--- src/rtl/mem_pkg.sv ---
// rtl/mem_pkg.sv - shared widths, state encoding and word-index slice for the data-memory arbiter
package mem_pkg;
  localparam int ADDR_W_DEF = 16;
  localparam int DATA_W_DEF = 32;
  // Byte address bits that select one of the 256 memory words.
  localparam int IDX_HI = 9;
  localparam int IDX_LO = 2;

  typedef enum logic [1:0] {
    IDLE = 2'd0,
    G0   = 2'd1,
    G1   = 2'd2
  } state_t;
endpackage

--- src/rtl/rr_pick.sv ---
// rtl/rr_pick.sv - two-input round-robin selector, favours the master that was not served last
module rr_pick (
  input  logic req0,
  input  logic req1,
  input  logic last,
  output logic sel
);
  assign sel = (req0 && req1) ? ~last : req1;
endmodule

--- src/rtl/mem_arbiter.sv ---
// rtl/mem_arbiter.sv - round-robin two-master arbiter with lock and burst limit for the data memory
module mem_arbiter
  import mem_pkg::*;
#(
  parameter int ADDR_W    = ADDR_W_DEF,
  parameter int DATA_W    = DATA_W_DEF,
  parameter int MAX_BURST = 8
) (
  input  logic              clock,
  input  logic              rst,
  input  logic              m0_req,
  input  logic              m0_we,
  input  logic              m0_lock,
  input  logic [ADDR_W-1:0] m0_addr,
  input  logic [DATA_W-1:0] m0_wdata,
  output logic [DATA_W-1:0] m0_rdata,
  output logic              m0_ack,
  output logic              m0_err,
  input  logic              m1_req,
  input  logic              m1_we,
  input  logic              m1_lock,
  input  logic [ADDR_W-1:0] m1_addr,
  input  logic [DATA_W-1:0] m1_wdata,
  output logic [DATA_W-1:0] m1_rdata,
  output logic              m1_ack,
  output logic              m1_err,
  output logic [ADDR_W-1:0] mem_addr,
  output logic [DATA_W-1:0] mem_wdata,
  output logic              mem_write,
  output logic              mem_read,
  input  logic [DATA_W-1:0] mem_rdata
);
  localparam logic [8:0] MAX_B = MAX_BURST[8:0];

  state_t     state_q, state_d;
  logic       last_q, last_d;
  logic [7:0] cnt_q, cnt_d;

  logic       g0, g1, beat0, beat1, err0, err1, good0, good1, pick;
  logic       own_req, own_lock, other_req;
  logic [8:0] cnt_inc;
  logic [7:0] cnt_sat;

  rr_pick u_rr_pick (
    .req0 (m0_req),
    .req1 (m1_req),
    .last (last_q),
    .sel  (pick)
  );

  assign g0    = (state_q == G0);
  assign g1    = (state_q == G1);
  assign beat0 = g0 && m0_req;
  assign beat1 = g1 && m1_req;
  assign err0  = beat0 && (m0_addr[1:0] != 2'b00);
  assign err1  = beat1 && (m1_addr[1:0] != 2'b00);
  assign good0 = beat0 && !err0;
  assign good1 = beat1 && !err1;

  assign own_req   = g0 ? m0_req  : m1_req;
  assign own_lock  = g0 ? m0_lock : m1_lock;
  assign other_req = g0 ? m1_req  : m0_req;
  assign cnt_inc   = {1'b0, cnt_q} + 9'd1;
  assign cnt_sat   = (cnt_q == 8'hFF) ? 8'hFF : cnt_inc[7:0];

  always_comb begin
    state_d = state_q;
    last_d  = last_q;
    cnt_d   = cnt_q;
    if (beat0) begin
      last_d = 1'b0;
    end else if (beat1) begin
      last_d = 1'b1;
    end
    case (state_q)
      G0, G1: begin
        // Lock lets the holder ignore the burst limit entirely.
        if (own_req && (own_lock || !other_req || (cnt_inc < MAX_B))) begin
          cnt_d = cnt_sat;
        end else if (other_req) begin
          state_d = g0 ? G1 : G0;
          cnt_d   = 8'd0;
        end else if (own_req) begin
          cnt_d = cnt_sat;
        end else begin
          state_d = IDLE;
          cnt_d   = 8'd0;
        end
      end
      default: begin
        cnt_d = 8'd0;
        if (m0_req || m1_req) begin
          state_d = pick ? G1 : G0;
        end else begin
          state_d = IDLE;
        end
      end
    endcase
  end

  always_ff @(posedge clock or posedge rst) begin
    if (rst) begin
      state_q <= IDLE;
      last_q  <= 1'b1;
      cnt_q   <= 8'd0;
    end else begin
      state_q <= state_d;
      last_q  <= last_d;
      cnt_q   <= cnt_d;
    end
  end

  // Outputs decode straight from the state register so reset clears them at once.
  assign mem_addr  = g0 ? m0_addr  : (g1 ? m1_addr  : '0);
  assign mem_wdata = g0 ? m0_wdata : (g1 ? m1_wdata : '0);
  assign mem_write = (good0 && m0_we) || (good1 && m1_we);
  assign mem_read  = (good0 && !m0_we) || (good1 && !m1_we);

  assign m0_ack   = beat0;
  assign m1_ack   = beat1;
  assign m0_err   = err0;
  assign m1_err   = err1;
  assign m0_rdata = (good0 && !m0_we) ? mem_rdata : '0;
  assign m1_rdata = (good1 && !m1_we) ? mem_rdata : '0;
endmodule

--- config.mk ---
export PLATFORM = sky130hd
export DESIGN_NAME = mem_arbiter
export DESIGN_NICKNAME = d
export VERILOG_FILES = /design/src/rtl/mem_pkg.sv /design/src/rtl/rr_pick.sv /design/src/rtl/mem_arbiter.sv
export SDC_FILE = /design/constraint.sdc
export NUM_CORES = 1
export LEC_CHECK = 0
export BUFFER_PORTS_ARGS = -buffer_cell sky130_fd_sc_hd__clkbuf_2
export CORE_AREA = 3 3 96 98
export CTS_BUF_LIST = sky130_fd_sc_hd__clkbuf_8 sky130_fd_sc_hd__clkbuf_16
export DETAILED_ROUTE_END_ITERATION = 10
export DIE_AREA = 0 0 99 101
export HOLD_SLACK_MARGIN = 0.03
export SLEW_MARGIN = 20
export SYNTH_ARGS = -nofsm -noshare
export SYNTH_HDL_FRONTEND = slang
export SYNTH_SLANG_ARGS = --single-unit
--- constraint.sdc ---
create_clock -name clock -period 1.8 [get_ports clock]
set_input_delay 0.36 -clock clock [delete_from_list [all_inputs] [get_ports clock]]
set_output_delay 0.36 -clock clock [all_outputs]
set_load 0.005 [all_outputs]
==> results.txt <==
- Final cycle utilization of the critical path: 1.199
- Last weighted congestion value of the routability-driven placer: 0.8564
* Post-Route WL: 11660 µm
- Number of cells produced by synthesis: 223
- By area, the combinational part of the netlist is dominated by simple AND/OR/NAND/NOR gates.
- Floorplan die area: 0.009999 mm²
- Library cell occupying the most area in the post-synthesis netlist: sky130_fd_sc_hd__a22o_1
- Clock root cell: sky130_fd_sc_hd__clkbuf_8
* Io pins: 254
* Quantity of I/O buffers inserted on ports: 253
* Via count of the first global-routing pass: 2746
* Critical path endpoint category: output pin
- Of all nets on the critical path, the largest fanout is 8.
* CTS tree: yes
- Max-capacitance violation count: 0
* Static Leakage: 2.440 nW
* Delay of the slowest cell on the worst path: 0.42 ns
* Number of nets with antenna violations after routing: 0
- After detailed routing, the number of vias per cell comes to 4.835.
- The first detailed-routing pass took 4 iterations.
* Area added between synthesis and finish: 164.1%
- At the later pin of the worst-skew pair, clock insertion delay measures 0.24 ns.
- Class of the most critical hold timing path: in -> async
- Hold Vio Cnt, Final: 0
- Starting Density: 0.2050
- Broken down by cell family, the worst path's largest delay share belongs to buffers and inverters.
- The first global-routing pass estimated 15030 µm of wire.
- Final worst-path setup slack: -0.3582 ns
- Core area: 0.008551 mm²
* Filler cell count: 754
* FF+latch count, synth: 11
- For this block, the initial DRC count from the detailed router was 135.
* Sequential cell area fraction in the yosys report: 0.1577
- Vias: 3012
* Startpoint Class: flip-flop
* Antenna diode instance count: 0
- The clock passes through at most 2 buffers.
- The worst setup path is of the reg -> out kind.
* Fmax: 463.4 MHz
- In the final layout, the share of cells above drive strength 1 is 0.7922.
- Number of warning messages in the yosys log: 0
- Data on the critical path is required at its endpoint by 1.44 ns.
- Ys async rst share: 1.000
- Complex-gate fraction of the synthesized area: 0.3597
* WHS: 0.09133 ns
- The completed layout was analyzed and its total power is 4.276 mW.
- The floorplan step set the die height to 101 µm.
- Count of distinct cell types in the synthesized netlist: 45
* Slew Limit Headroom: 0.7060
* Leading register cell type out of synthesis: sky130_fd_sc_hd__dfrtp_1
- Syn avg cell area: 7.861 µm²
* Maximum number of pins on one net before global-route repair: 34
- Counting flops with a built-in enable in the synthesized netlist gives 0.
- Sum of buffers and inverters on the critical path: 5
* X dimension of the die: 99 µm
- Data arrival time at the worst-slack endpoint: 1.80 ns
- Adder-cell share of the synthesized area: 0.02141
- Clk pin slew, worst setup/hold paths: 0.05 ns
* Number of max-slew violations in the final report: 0
* Multiplexer fraction of the synthesized cell area: 0.01784
* Crit-path cells: inv_2 > ha_4 > buf_6 > nand2_4 > nor4_4 > buf_6 > clkbuf_16 > and2_4 > buf_6
- Simple-gate area share of the yosys netlist: 0.3704
* Total CTS buffers: 3
- The most numerous cell type found on the critical path is sky130_fd_sc_hd__buf_6.
* Area contributors post-synth: sky130_fd_sc_hd__a22o_1, sky130_fd_sc_hd__and2_1, sky130_fd_sc_hd__dfrtp_1
- For this run, design rule violations remaining after detail routing come to 0.
- Most common cell after layout, fill and taps aside: sky130_fd_sc_hd__clkbuf_2
* H-tree levels: 1
* Global route overflow: 0
- The top cell types in the final layout, fill and taps aside, are sky130_fd_sc_hd__clkbuf_2, sky130_fd_sc_hd__buf_6, sky130_fd_sc_hd__and2_4.
- The final reports fail on setup timing.
* Average wire per cell in the routed design: 18.72 µm
- Top cell type's share of synthesized area: 0.2398
- The number of antenna violations at the first check in global routing was 0.
- Outcome: complete, but fails checks
* Synthesized-area fraction occupied by xor and xnor cells: 0.009993
* Combined area of all synthesized cells: 0.001753 mm²
- RSZ-0062 raised after global routing: yes
- Once layout is complete, the utilization of the core stands at 0.5414.
- In this run the power density over the cells is 923.6 mW/mm².
- Slowest-stage cell, CP: sky130_fd_sc_hd__dfrtp_1
- For this run, the post-layout net count is 655.
* Total of endpoints with negative setup slack in the final report: 126
- After layout, the minimum clock period comes to 2.158 ns.
- Counting every net in the synthesized netlist gives 362.
- Number of core rows: 34
- Overall global routing resource usage: 0.1875
- Clock Sink Count: 11
- Half-perimeter wire length after detailed placement: 7448 µm
- Measured slew at the worst slew-check pin: 0.4406 ns
* Clock Skews: 0.001510 ns
- VDD sags by at most 0.0004916 V.
- Before CTS, the worst setup slack after placement is -0.4575 ns.
-- sequential cells by signal (all words and copies together) (netlist names) --
register,count
state_q,2
last_q,1
cnt_q,8
-- cell families after synthesis --
group	after synthesis
AOI/OAI and AO/OA	69
xor gates and xnor gates	2
adders and majority gates	3
buffers and inverters	27
DFF	11
muxes	3
and+or+nand+nor	108
-- report_power, final --
part | switching (mW) | internal [mW]
Sequential | 0.0537 | 0.304
Combinational | 1.54 | 2.13
Clock | 0.0987 | 0.150
-- worst register-to-register path, stage by stage (launching register included) --
cell and delay, ns:
sky130_fd_sc_hd__dfrtp_1 0.39, sky130_fd_sc_hd__inv_2 0.06, sky130_fd_sc_hd__ha_4 0.16, sky130_fd_sc_hd__buf_6 0.11, sky130_fd_sc_hd__buf_6 0.12, sky130_fd_sc_hd__buf_12 0.14
sky130_fd_sc_hd__buf_12 0.13, sky130_fd_sc_hd__nor3b_4 0.26, sky130_fd_sc_hd__nor2_4 0.09, sky130_fd_sc_hd__or2_1 0.24, sky130_fd_sc_hd__o221a_2 0.24, sky130_fd_sc_hd__o211ai_1 0.10
-- what timing repair did --
| action | 4_1_cts | 5_1_grt |
|---|---|---|
| hold endpoints to repair | 0 | 0 |
| buffers inserted | 14 | 14 |
| resized for setup | 32 | 206 |
| setup endpoints to repair | 119 | 128 |
| hold buffers | 0 | 0 |
| pin swaps | 11 | 77 |
| gates cloned | 14 | 5 |
-- area by class of cell --
type / count / area [µm²] / share of cell area
timing repair buffer: 304 / 2416 / 0.5219
multi-input combinational: 188 / 1724 / 0.3724
sequential: 11 / 276.5 / 0.05973
tap: 108 / 135.1 / 0.02919
clock buffer: 3 / 41.29 / 0.008919
inverter: 8 / 32.53 / 0.007027
clock inverter: 1 / 3.754 / 0.0008108
-- metrics by stage --
step | setup TNS [ns] | cell area [µm²] | instances
5_1_grt | -41.92 | 4629 | 623
3_5_place_dp | -22.47 | 3246 | 580
6_report | -33.82 | 4629 | 623
3_3_place_gp | -19.83 | 3246 | 580
2_1_floorplan | -0.3918 | 1770 | 223
4_1_cts | -40.56 | 3840 | 612
-- final timing paths --
path                                         from                      to  slack (ns)  cells past startpoint
max in group asynchronous                     rst      last_q$_DFFE_PP1P_        1.38                      2
min in group clock             cnt_q[0]$_DFF_PP0_      cnt_q[0]$_DFF_PP0_        0.55                      1
setup reg to reg           state_q[1]$_DFFE_PP0P_  state_q[0]$_DFFE_PP0P_       -0.33                     11
hold reg to reg                cnt_q[0]$_DFF_PP0_      cnt_q[0]$_DFF_PP0_        0.55                      1
setup / recovery           state_q[0]$_DFFE_PP0P_             m1_rdata[3]       -0.36                      9
hold / removal                                rst      cnt_q[5]$_DFF_PP0_        0.09                      2
-- cell usage after synthesis, drive strengths merged, types with 4 or more instances --
library cell / instances
nand3: 7
nor2: 6
a22o: 48
and2: 65
buf: 5
and3: 4
nor3: 7
clkbuf: 14
nand4: 4
inv: 8
nand2: 5
dfrtp: 10
-- per-layer routing --
layer  vias to the layer above  GRT usage  wire length (µm)
met5                         -          0                 0
li1                       1424          -                 -
met2                       132     0.2980              5820
met3                         9    0.02561               809
met1                      1447     0.2685              4916
met4                         0    0.04202               114
Power figures use the tool's default switching activity.
